$ cat config.mk
export PLATFORM = sky130hd
export DESIGN_NAME = bus_arbiter
export DESIGN_NICKNAME = d
export VERILOG_FILES = /design/src/rtl/bus_arbiter.sv
export SDC_FILE = /design/constraint.sdc
export NUM_CORES = 1
export LEC_CHECK = 0
export BUFFER_PORTS_ARGS = -buffer_cell sky130_fd_sc_hd__buf_2
export CORE_MARGIN = 5
export CORE_UTILIZATION = 38
export CTS_CLUSTER_SIZE = 20
export DETAILED_ROUTE_END_ITERATION = 16
export PLACE_DENSITY_LB_ADDON = 0.25
export SETUP_SLACK_MARGIN = 0.1
export SYNTH_ARGS = -nofsm -noshare
export SYNTH_HDL_FRONTEND = slang
export SYNTH_SLANG_ARGS = --single-unit
$ cat constraint.sdc
create_clock -name clk -period 1.6 [get_ports clk]
set_input_delay 0 -clock clk [delete_from_list [all_inputs] [get_ports clk]]
set_output_delay 0 -clock clk [all_outputs]
set_load 0.005 [all_outputs]
$ cat src/rtl/bus_arbiter.sv
// bus_arbiter: hands one shared slave bus to one of N masters per M-cycle, deciding on the ct==3 edge.
// Define ARB_STARVE_EN to add per-master wait counters and the starve output.
module bus_arbiter #(
   parameter int            N_MASTERS = 3,
   parameter int            AW        = 16,
   parameter int            DW        = 8,
   parameter int            PRIO_MODE = 0,
   parameter logic [DW-1:0] IDLE_DATA = 8'hFF
) (
   input  logic                    clk,
   input  logic                    rst_n,
   input  logic [1:0]              ct,
   input  logic [N_MASTERS-1:0]    m_req,
   input  logic [N_MASTERS-1:0]    m_lock,
   input  logic [N_MASTERS-1:0]    m_wr,
   input  logic [N_MASTERS-1:0]    m_rd,
   input  logic [N_MASTERS*AW-1:0] m_a,
   input  logic [N_MASTERS*DW-1:0] m_dout,
   output logic [N_MASTERS*DW-1:0] m_din,
   output logic [N_MASTERS-1:0]    m_rvalid,
   output logic [N_MASTERS-1:0]    gnt,
   output logic [AW-1:0]           bus_a,
   output logic [DW-1:0]           bus_dout,
   input  logic [DW-1:0]           bus_din,
   output logic                    bus_rd,
`ifdef ARB_STARVE_EN
   output logic [N_MASTERS-1:0]    starve,
`endif
   output logic                    bus_wr
);

   localparam int PW = (N_MASTERS > 1) ? $clog2(N_MASTERS) : 1;

   typedef enum logic {IDLE, OWNED} state_t;

   state_t                 state_q, state_d;
   logic [N_MASTERS-1:0]   gnt_q, gnt_d;
   logic [N_MASTERS-1:0]   rvalid_q, rvalid_d;
   logic [N_MASTERS-1:0]   win;
   logic [PW-1:0]          ptr_q, ptr_d;
   logic [DW-1:0]          din_q [N_MASTERS];
   logic [DW-1:0]          din_d [N_MASTERS];
   logic                   decide;

`ifdef ARB_STARVE_EN
   logic [3:0]             cnt_q [N_MASTERS];
   logic [3:0]             cnt_d [N_MASTERS];
   logic [N_MASTERS-1:0]   starve_flag;
   logic [N_MASTERS-1:0]   starved;
`endif

   assign decide = (ct == 2'b11);

   function automatic logic [N_MASTERS-1:0] lowest_set(input logic [N_MASTERS-1:0] v);
      return v & (~v + N_MASTERS'(1));
   endfunction

   // Rotate so the master after the last owner sits at bit 0, pick lowest, rotate back.
   function automatic logic [N_MASTERS-1:0] rr_pick(input logic [N_MASTERS-1:0] req,
                                                     input logic [PW-1:0]        last);
      logic [2*N_MASTERS-1:0] wide;
      logic [N_MASTERS-1:0]   rot;
      logic [PW-1:0]          sh;
      sh   = last + PW'(1);
      wide = {req, req} >> sh;
      rot  = lowest_set(wide[N_MASTERS-1:0]);
      wide = {rot, rot} << sh;
      return wide[2*N_MASTERS-1:N_MASTERS];
   endfunction

`ifdef ARB_STARVE_EN
   always_comb begin
      for (int i = 0; i < N_MASTERS; i++) begin
         starve_flag[i] = (cnt_q[i] == 4'hF);
      end
      starved = starve_flag & m_req;
   end

   always_comb begin
      for (int i = 0; i < N_MASTERS; i++) begin
         cnt_d[i] = cnt_q[i];
         if (!m_req[i]) begin
            cnt_d[i] = '0;
         end else if (decide) begin
            if (gnt_d[i]) begin
               cnt_d[i] = '0;
            end else if (!starve_flag[i]) begin
               cnt_d[i] = cnt_q[i] + 4'd1;
            end
         end
      end
   end

   assign starve = starve_flag;
`endif

   always_comb begin
      win     = '0;
      state_d = state_q;
      gnt_d   = gnt_q;
      ptr_d   = ptr_q;
      if (decide) begin
         if (state_q == OWNED && |(gnt_q & m_lock & m_req)) begin
            win = gnt_q;
         end else if (PRIO_MODE == 1) begin
            win = rr_pick(m_req, ptr_q);
         end else begin
            win = lowest_set(m_req);
         end
`ifdef ARB_STARVE_EN
         if (|starved) begin
            win = lowest_set(starved);
         end
`endif
         gnt_d   = win;
         state_d = (|win) ? OWNED : IDLE;
         for (int i = 0; i < N_MASTERS; i++) begin
            if (win[i]) begin
               ptr_d = PW'(i);
            end
         end
      end
   end

   // Read data is captured for the owner that held the bus during the ending M-cycle.
   always_comb begin
      rvalid_d = '0;
      for (int i = 0; i < N_MASTERS; i++) begin
         din_d[i] = din_q[i];
      end
      if (decide) begin
         rvalid_d = gnt_q & m_rd;
         for (int i = 0; i < N_MASTERS; i++) begin
            if (!gnt_q[i]) begin
               din_d[i] = IDLE_DATA;
            end else if (m_rd[i]) begin
               din_d[i] = bus_din;
            end
         end
      end
   end

   always_ff @(posedge clk or negedge rst_n) begin
      if (!rst_n) begin
         state_q  <= IDLE;
         gnt_q    <= '0;
         rvalid_q <= '0;
         ptr_q    <= PW'(N_MASTERS - 1);
         for (int i = 0; i < N_MASTERS; i++) begin
            din_q[i] <= IDLE_DATA;
`ifdef ARB_STARVE_EN
            cnt_q[i] <= '0;
`endif
         end
      end else begin
         state_q  <= state_d;
         gnt_q    <= gnt_d;
         rvalid_q <= rvalid_d;
         ptr_q    <= ptr_d;
         din_q    <= din_d;
`ifdef ARB_STARVE_EN
         cnt_q    <= cnt_d;
`endif
      end
   end

   // gnt is one-hot or zero, so OR-ing the masked slices is a clean mux.
   always_comb begin
      bus_a    = '0;
      bus_dout = '0;
      for (int i = 0; i < N_MASTERS; i++) begin
         if (gnt_q[i]) begin
            bus_a    = bus_a | m_a[i*AW +: AW];
            bus_dout = bus_dout | m_dout[i*DW +: DW];
         end
      end
      bus_rd = |(gnt_q & m_rd);
      bus_wr = |(gnt_q & m_wr);
   end

   always_comb begin
      for (int i = 0; i < N_MASTERS; i++) begin
         m_din[i*DW +: DW] = din_q[i];
      end
   end

   assign gnt      = gnt_q;
   assign m_rvalid = rvalid_q;

endmodule
==> run metrics, run 1 <==
worst-margin pin slew=approximately 680 ps; outcome=completed; port bufs=roughly 150; global-route wire length before repair=about 10000 um; Crit. End Element=primary output; period utilization=95.1%; Clock transition at path regs=~60 ps; Die Span Y=between 70 and 80 um; R2R Path Start=gnt[1]; Place WS=about 220 ps; CTS max path bufs=2; Residual DRC=0; die area=6120 um^2; Placer Congestion=0.886; Starting Density=39.8%; num ports=around 150; Antenna Violating Nets Remaining=0; 1st-pass router iterations=6; CTS Root Cell=clkbuf_8; Crit. Startpoint=gnt[1]; worst skew pair latency=270 ps; # nets final=around 450; CTS tree=yes; Seq/Total Area, Yosys=between 40% and 50%; detailed placement HPWL=5220 um; Die W=just under 80 um; Pwr Total=around 3000 uW; Max stage delay on crit path=450 ps; asr flop ratio synth=100%; core area=4440 um^2; Worst Hold Launch=m_req[0]; sequential share of power=approximately two fifths; Max-Slew Margin vs Limit=between 50% and 60%; Max Used Layer=met4; syn_nets=~300; row cnt=24; Sum Neg Setup Slack=0 ps; CP Max Fanout=22; # setup viols final=0; Slew Viols, Final=0; CTS buffer count=5; synth-to-layout area growth=54.5%; vias in the first global route=approximately 2100; Setup WS post-layout=between 70 and 80 ps; cell breakdown of the critical path=buf_6 -> a222oi_1 -> inv_1 -> buf_2; final count of hold timing violations=0; Hold Path Class=input pin to register; initial antenna violation count=0; M1 wire length=between 2000 and 3000 um; Worst Setup Start Kind=register; YS warnings=0; P_int=1980 uW; switching power share of the total=about a third; WP data required=about 1600 ps; fmax=between 600 and 700 MHz; number of flops mapped to enable cells by yosys=0; post-synth cell types=27; CP max stage cell=a222oi_1; Max Cap Viol=0; CP bufs+invs=3; RSZ-0062 raised after global routing=yes; DR vias=2232; Syn Area/Cell=roughly 9 um^2; Vias/cell=about 5.5; CTS Sinks=31; Synth Instances=200; met3 WL=roughly 630 um; CP arrival=1520 ps; global-route usage over all layers=about a fifth; largest net degree at the start of global routing=33; grt ovf=0; CTS HTree Levels=2; sw power=roughly 940 uW; fin crit period=~1500 ps; Fillers=roughly 410; initial drt markers=approximately 170; leakage=0.00145 uW; share of cells above drive strength 1=about 57%; Crit Path Class=register to primary output; met2 wire len=between 3000 and 4000 um; Core Util, Final=slightly above 60%; synthesized flop and latch total=31; wire per inst=roughly 17 um; Layout Skew=2.42 ps; Cell Area, Synth=~1800 um^2; diode count=0; Pwr Density=1070 nW/um^2; peak supply drop=a little under 0.0007 V; Clock power frac=a little under a quarter; total routed wirelength=roughly 6900 um; CP top delay family=compound AO/OA/AOI/OAI gates; main flop type after synthesis=dfstp_2; combinational share of power=a little under two fifths
per-layer routing:
metal  vias up  track usage (%)
met3         6             4.12
li1       1054                -
met1      1040             28.9
met4         0             4.02
met5         -                0
met2       132             34.8
logic make-up (layout without fill, tap and decap cells):
group | Yosys count | after routing | share of synthesized area, %
AOI/OAI and AO/OA | 78 | 78 | 31.0
buffers and inverters | 46 | 199 | 10.6
DFF | 31 | 31 | 45.5
muxes | 1 | 1 | 0.636
and+or+nand+nor | 44 | 44 | 12.3
path summary, 6_finish.rpt:
path | slack, ps | cells after the start | endpoint
min in group asynchronous | 310 | 2 | m_rvalid[0]
max in group asynchronous | 820 | 2 | gnt[0]
min | 30 | 2 | gnt[0]
min reg2reg | 510 | 2 | m_din[22]
max | 80 | 4 | bus_a[12]
max reg2reg | 220 | 5 | gnt[2]
flip-flops by register name, summed over array words and instances, names as in the netlist:
register / flops
gnt: 3
m_rvalid: 3
m_din: 24
state_q: 1
placed cells by master (no fill, tap or decap), types with 3 or more instances in the layout:
cell / instances
dfstp_2: 24
o21ai_0: 4
nor2_1: 25
a222oi_1: 25
buf_2: 151
buf_4: 9
nand2_1: 8
clkbuf_8: 7
dfrtp_1: 6
inv_1: 27
and3_1: 3
a21oi_1: 25
o22ai_1: 21
Yosys cell counts (3+ instances only):
| master | instances | area, um^2 |
|---|---|---|
| and3_1 | 3 | 18.8 |
| clkbuf_1 | 9 | 33.8 |
| buf_2 | 3 | 15.0 |
| o21ai_0 | 4 | 20.0 |
| inv_1 | 27 | 101 |
| a222oi_1 | 25 | 250 |
| buf_1 | 5 | 18.8 |
| a21oi_1 | 25 | 125 |
| dfrtp_1 | 7 | 175 |
| dfstp_2 | 24 | 631 |
| nor2_1 | 25 | 93.8 |
| nand2_1 | 8 | 30.0 |
| o22ai_1 | 21 | 131 |
power by group through the flow:
stage          Clock, uW  Sequential, uW  Combinational, uW
2_1_floorplan          0            1150                502
3_3_place_gp           0            1160               1010
3_5_place_dp           0            1170               1030
4_1_cts              679            1160               1050
5_1_grt              717            1170               1220
6_report             666            1150               1110
what timing repair did:
item                                    in CTS  in global routing
setup buffers                                1                  4
gates resized for setup                      3                  2
hold buffers                                 1                  0
pin swaps                                    1                  2
endpoints found under the setup margin      16                 18
hold endpoints to repair                     7                  0
through the flow:
step / hold WS, ps / instances / instance area (um^2)
final: 26.8 / 405 / 2740
after global routing: 23.5 / 405 / 2740
after CTS: 23.7 / 401 / 2680
after detailed placement: 73.8 / 391 / 2560
after global placement: 78.5 / 391 / 2560
after floorplan: -296 / 200 / 1770
area by class of cell:
type	instances	area, um^2	area share (%)
clock buffers	8	100	3.66
inverters	27	101	3.71
multi-input cells	123	782	28.6
flip-flops and latches	31	807	29.5
well taps	52	65.1	2.38
repair buffers	164	880	32.2
No activity file was read; power rests on OpenSTA's default activity.
==> run 2, diff against run 1 <==
--- a/config.mk
+++ b/config.mk
@@ -5,7 +5,7 @@
 export SDC_FILE = /design/constraint.sdc
 export NUM_CORES = 1
 export LEC_CHECK = 0
-export BUFFER_PORTS_ARGS = -buffer_cell sky130_fd_sc_hd__buf_2
+export BUFFER_PORTS_ARGS = -buffer_cell sky130_fd_sc_hd__buf_4
 export CORE_MARGIN = 5
 export CORE_UTILIZATION = 38
 export CTS_CLUSTER_SIZE = 20
==> run 2 against run 1 <==
Net effect:
- sequential cell count unchanged
- first-iteration DRC count is 35% higher
- non-clock buffer count up 7
- global-route usage up 2.2 points
- fmax is 2.9% lower
- utilization is 11 points higher
- critical path type unchanged
- highest routed layer unchanged
==> run metrics, run 2 (synthesized netlist as in run 1, its figures left out) <==
Hold Path Class=input pin to register; worst r2r path cells=5; # nets final=about 460; Placer Congestion=0.875; core area=4440 um^2; Clock power frac=between 10% and 20%; detailed placement HPWL=roughly 5700 um; endpoint of the worst register-to-register path=gnt[2]; cell breakdown of the critical path=buf_12 -> a222oi_1 -> inv_1 -> buf_6; placed insts=between 300 and 400; Slew Viols, Final=0; Max stage delay on crit path=460 ps; global-route usage over all layers=between 20% and 30%; largest net degree at the start of global routing=33; CP Max Fanout=10; fmax=between 600 and 700 MHz; port bufs=between 150 and 200; Crit Path Class=register to primary output; wire per inst=approximately 18 um; Antenna Violating Nets Remaining=0; Worst Hold Launch=m_req[1]; commonest non-fill, non-tap cell in the layout=buf_4; global-route wire length before repair=~11000 um; RSZ-0062 raised after global routing=yes; Residual DRC=0; sequential share of power=37.1%; CTS Sinks=31; grt ovf=0; die area=6120 um^2; CTS HTree Levels=2; CTS max path bufs=2; CP top delay family=flip-flops; CP bufs+invs=3; # setup viols final=0; R2R Path Start=gnt[1]; synth-to-layout area growth=81.6%; DP Area=2950 um^2; Die Span Y=around 78 um; leakage=0.00163 uW; initial drt markers=between 200 and 250; commonest cells after routing, fill and taps aside=buf_4, inv_1, a222oi_1, nor2_1, a21oi_1; vias in the first global route=2188; DR vias=2265; diode count=0; Sum Neg Setup Slack=0 ps; Pwr Density=between 900 and 1000 nW/um^2; Starting Density=between 30 and 40%; CTS tree=yes; Hold Path End=gnt[2]; Vias/cell=approximately 5.5; worst-margin pin slew=around 440 ps; peak supply drop=between 0.0007 and 0.0008 V; Hold Slack=between 15 and 20 ps; share of cells above drive strength 1=a little under three fifths; num ports=~150; CP arrival=between 1500 and 2000 ps; period utilization=97.9%; switching power share of the total=31.3%; outcome=completed; Max-Slew Margin vs Limit=between 70% and 80%; worst skew pair latency=about 280 ps; row cnt=24; P_int=roughly 2200 uW; Non-Filler Instances=412; combinational share of power=between 40 and 50%; Core Util, Final=between 70% and 80%; final count of hold timing violations=0; Worst Setup Start Kind=register; reg2reg setup slack=approximately 80 ps; CTS buffer count=5; CTS Root Cell=clkbuf_8; CP max stage cell=dfrtp_2; initial antenna violation count=0; WP data required=about 1600 ps; sw power=989 uW; Clock transition at path regs=around 60 ps; Die W=approximately 78 um; 1st-pass router iterations=8; fin crit period=around 1600 ps; Max Cap Viol=0; Final Cell Area=roughly 3200 um^2; Crit. End Element=primary output; total routed wirelength=~7500 um; max FFs per register=24; Worst Hold Path Cells=3; Layout Skew=just under 2 ps
-- run 2: cell count changes in the layout (fill, tap and decap cells not counted), sizes merged --
cell,previous run,this run
dlygate4sd3,1,2
buf,163,168
clkinv,0,1
-- run 2: power by group through the flow --
| stage | Clock (uW) | Combinational, uW | Sequential [uW] |
|---|---|---|---|
| finish | 585 | 1400 | 1170 |
| global route | 641 | 1530 | 1200 |
| CTS | 592 | 1300 | 1170 |
| detailed placement | 0 | 1260 | 1180 |
| global placement | 0 | 1240 | 1180 |
| floorplan | 0 | 502 | 1150 |
-- run 2: layer usage --
metal,up-vias,routed length (um),GRT usage (%)
met2,121,3870,40.8
met1,1058,2870,27.6
met4,0,143,5.94
met3,19,667,7.44
li1,1067,-,-
met5,-,0,0
-- run 2: stage by stage --
| step | power (uW) | setup slack [ps] |
|---|---|---|
| 2_1_floorplan | 1650 | 261 |
| 3_3_place_gp | 2410 | 267 |
| 3_5_place_dp | 2450 | 244 |
| 4_1_cts | 3070 | 73.5 |
| 5_1_grt | 3370 | -10.0 |
| 6_report | 3160 | 33.4 |
-- run 2: timing repair --
action | 4_1_cts | 5_1_grt
setup endpoints to repair | 26 | 23
hold buffers | 2 | 0
buffers inserted | 2 | 7
endpoints found under the hold margin | 32 | 0
pin swaps | 2 | 10
resized for setup | 7 | 14
cloned | 0 | 1
-- run 2: final cells by class --
| cell class | count | area [um^2] |
|---|---|---|
| Sequential cell | 31 | 810 |
| Clock inverter | 1 | 5.00 |
| Multi-Input combinational cell | 123 | 786 |
| Inverter | 27 | 101 |
| Fill cell | 343 | 1230 |
| Clock buffer | 7 | 76.3 |
| Timing Repair Buffer | 171 | 1370 |
| Tap cell | 52 | 65.1 |
-- run 2: tightest hold or removal path: cells and delay by family --
kind                   cells  cell delay, ps
AO/OA/AOI/OAI              1              60
buffers and inverters      1             100
AND/OR/NAND/NOR            1             100
-- run 2: worst max path at each step --
stage / to / slack (ps) / startpoint / cells after the start
after CTS: bus_a[15] / 70 / gnt[1] / 4
after global placement: gnt[2] / 270 / gnt[1] / 4
after detailed placement: gnt[2] / 240 / gnt[1] / 4
after global routing: bus_a[15] / -10 / gnt[2] / 4
after floorplan: gnt[2] / 260 / gnt[1] / 5
final: bus_a[12] / 30 / gnt[2] / 4
==> run 3, diff against run 2 <==
--- a/config.mk
+++ b/config.mk
@@ -7,7 +7,8 @@
 export LEC_CHECK = 0
 export BUFFER_PORTS_ARGS = -buffer_cell sky130_fd_sc_hd__buf_4
 export CORE_MARGIN = 5
-export CORE_UTILIZATION = 38
+export CORE_UTILIZATION = 39
+export CTS_BUF_LIST = sky130_fd_sc_hd__clkbuf_4 sky130_fd_sc_hd__clkbuf_8
 export CTS_CLUSTER_SIZE = 20
 export DETAILED_ROUTE_END_ITERATION = 16
 export PLACE_DENSITY_LB_ADDON = 0.25
==> run 3 against run 2 <==
Net effect:
- clock-buffer cell count fell by 1
- sequential cell count is the same
- routed wire length fell by 3.0%
- utilization fell by 1.3 points
- final cell count shrank 1.9%
- critical path type unchanged
- critical endpoint unchanged
==> run metrics, run 3 (synthesized netlist as in run 1, its figures left out) <==
outcome=completed; 1st-pass router iterations=6; share of cells above drive strength 1=around 56%; Worst Hold Path Cells=3; commonest non-fill, non-tap cell in the layout=buf_4; multi-input logic area=just under 800 um^2; Worst Hold Launch=m_req[1]; sw power=around 970 uW; Max-Slew Margin vs Limit=between 70% and 80%; row cnt=24; Starting Density=between 40% and 50%; worst r2r path cells=5; fmax=roughly 660 MHz; Layout Skew=5.95 ps; num ports=152; wire per inst=approximately 18 um; Hold Slack=7.73 ps; WP data required=about 1600 ps; CP Max Fanout=26; initial drt markers=between 200 and 250; CTS Sinks=31; CTS max path bufs=2; final count of hold timing violations=0; # nets final=447; Hold Path End=gnt[2]; switching power share of the total=29.8%; initial antenna violation count=0; Sum Neg Setup Slack=0 ps; Fillers=340; Clock power frac=between 20% and 30%; Vias/cell=roughly 5.6; peak supply drop=between 0.0007 and 0.0008 V; CP top delay family=buffers and inverters; total routed wirelength=between 7000 and 8000 um; Sequential Area=807 um^2; Worst Setup Start Kind=register; DR vias=2263; CTS HTree Levels=2; R2R Path Start=gnt[2]; global-route usage over all layers=23.0%; Pwr Total=approximately 3200 uW; endpoint of the worst register-to-register path=gnt[2]; combinational share of power=40.3%; Pwr Density=approximately 1000 nW/um^2; core area=4380 um^2; CTS Root Cell=clkbuf_8; vias in the first global route=between 2000 and 2500; Residual DRC=0; global-route wire length before repair=roughly 11000 um; die area=about 6000 um^2; port bufs=between 150 and 200; Antenna Violating Nets Remaining=0; RSZ-0062 raised after global routing=yes; Die W=~77 um; cell breakdown of the critical path=buf_12 -> a222oi_1 -> inv_1 -> buf_4; CP arrival=1510 ps; placed insts=between 300 and 400; CP max stage cell=dfrtp_1; # setup viols final=0; fin crit period=between 1500 and 2000 ps; CTS tree=yes; worst skew pair latency=~280 ps; Crit Path Class=register to primary output; reg2reg setup slack=between 150 and 200 ps; P_int=about 2300 uW; commonest cells after routing, fill and taps aside=buf_4, inv_1, a222oi_1, nor2_1, a21oi_1; largest net degree at the start of global routing=33; grt ovf=0; detailed placement HPWL=5620 um; worst-margin pin slew=385 ps; Crit. End Element=primary output; Clock transition at path regs=roughly 60 ps; Placer Congestion=around 0.87; Max stage delay on crit path=between 400 and 500 ps; leakage=0.00159 uW; CP bufs+invs=3; diode count=0; Slew Viols, Final=0; synth-to-layout area growth=75.8%; period utilization=between 90% and 100%; Non-Filler Instances=between 400 and 500; Die Span Y=about 77 um; Max Cap Viol=0; Hold Path Class=input pin to register; max FFs per register=24; sequential share of power=35.5%; CTS buffer count=5
run 3: cell count changes in the layout (fill, tap and decap cells not counted), moves of 2 or more:
cell / before / now
dfrtp_2: 3 / 1
clkbuf_1: 2 / 0
buf_6: 9 / 1
buf_4: 156 / 159
dfrtp_1: 4 / 6
run 3: power groups by stage:
stage,clock network [uW],registers [uW],logic (uW)
final,785,1150,1310
after global routing,840,1190,1430
after CTS,801,1160,1280
after detailed placement,0,1160,1270
after global placement,0,1150,1250
after floorplan,0,1150,502
run 3: metal layers:
metal / up-vias / track usage [%] / share of wire, %
li1: 1059 / - / -
met1: 1077 / 28.6 / 38
met2: 118 / 39.8 / 51
met3: 9 / 5.44 / 9.6
met4: 0 / 6.70 / 1.5
met5: - / 0 / 0
run 3: final cells by class:
cell class | instances | area share [%]
Tap cell | 52 | 2.09
Inverter | 27 | 3.26
Multi-Input combinational cell | 123 | 25.0
Clock buffer | 6 | 2.65
Clock inverter | 2 | 1.13
Timing Repair Buffer | 163 | 40.0
Sequential cell | 31 | 25.9
run 3: worst max path at each step:
stage,startpoint,end,slack (ps),cells after the start
floorplan,gnt[1],gnt[2],260,5
global placement,gnt[2],gnt[2],270,4
detailed placement,gnt[2],gnt[2],250,4
CTS,gnt[2],bus_dout[7],110,4
global route,gnt[1],bus_a[12],40,4
finish,gnt[1],bus_a[12],90,4
run 3: worst min-delay path, cell delays in order:
cell,delay [ps]
buf_4,100
or4b_1,100
o21ai_1,50
run 3: timing repair:
item / 4_1_cts / 5_1_grt
resized for setup: 2 / 3
pin swaps: 0 / 5
hold buffers: 2 / 0
endpoints found under the setup margin: 20 / 25
buffers inserted: 0 / 3
hold endpoints to repair: 32 / 0
run 3: per-stage QoR:
| stage | instance area, um^2 | setup slack, ps | utilization [%] |
|---|---|---|---|
| after global routing | 3110 | 42.9 | 71.0 |
| after detailed placement | 2940 | 248 | 67.0 |
| after global placement | 2940 | 270 | 67.0 |
| final | 3110 | 93.7 | 71.0 |
| after CTS | 3080 | 110 | 70.2 |
| after floorplan | 1770 | 261 | - |
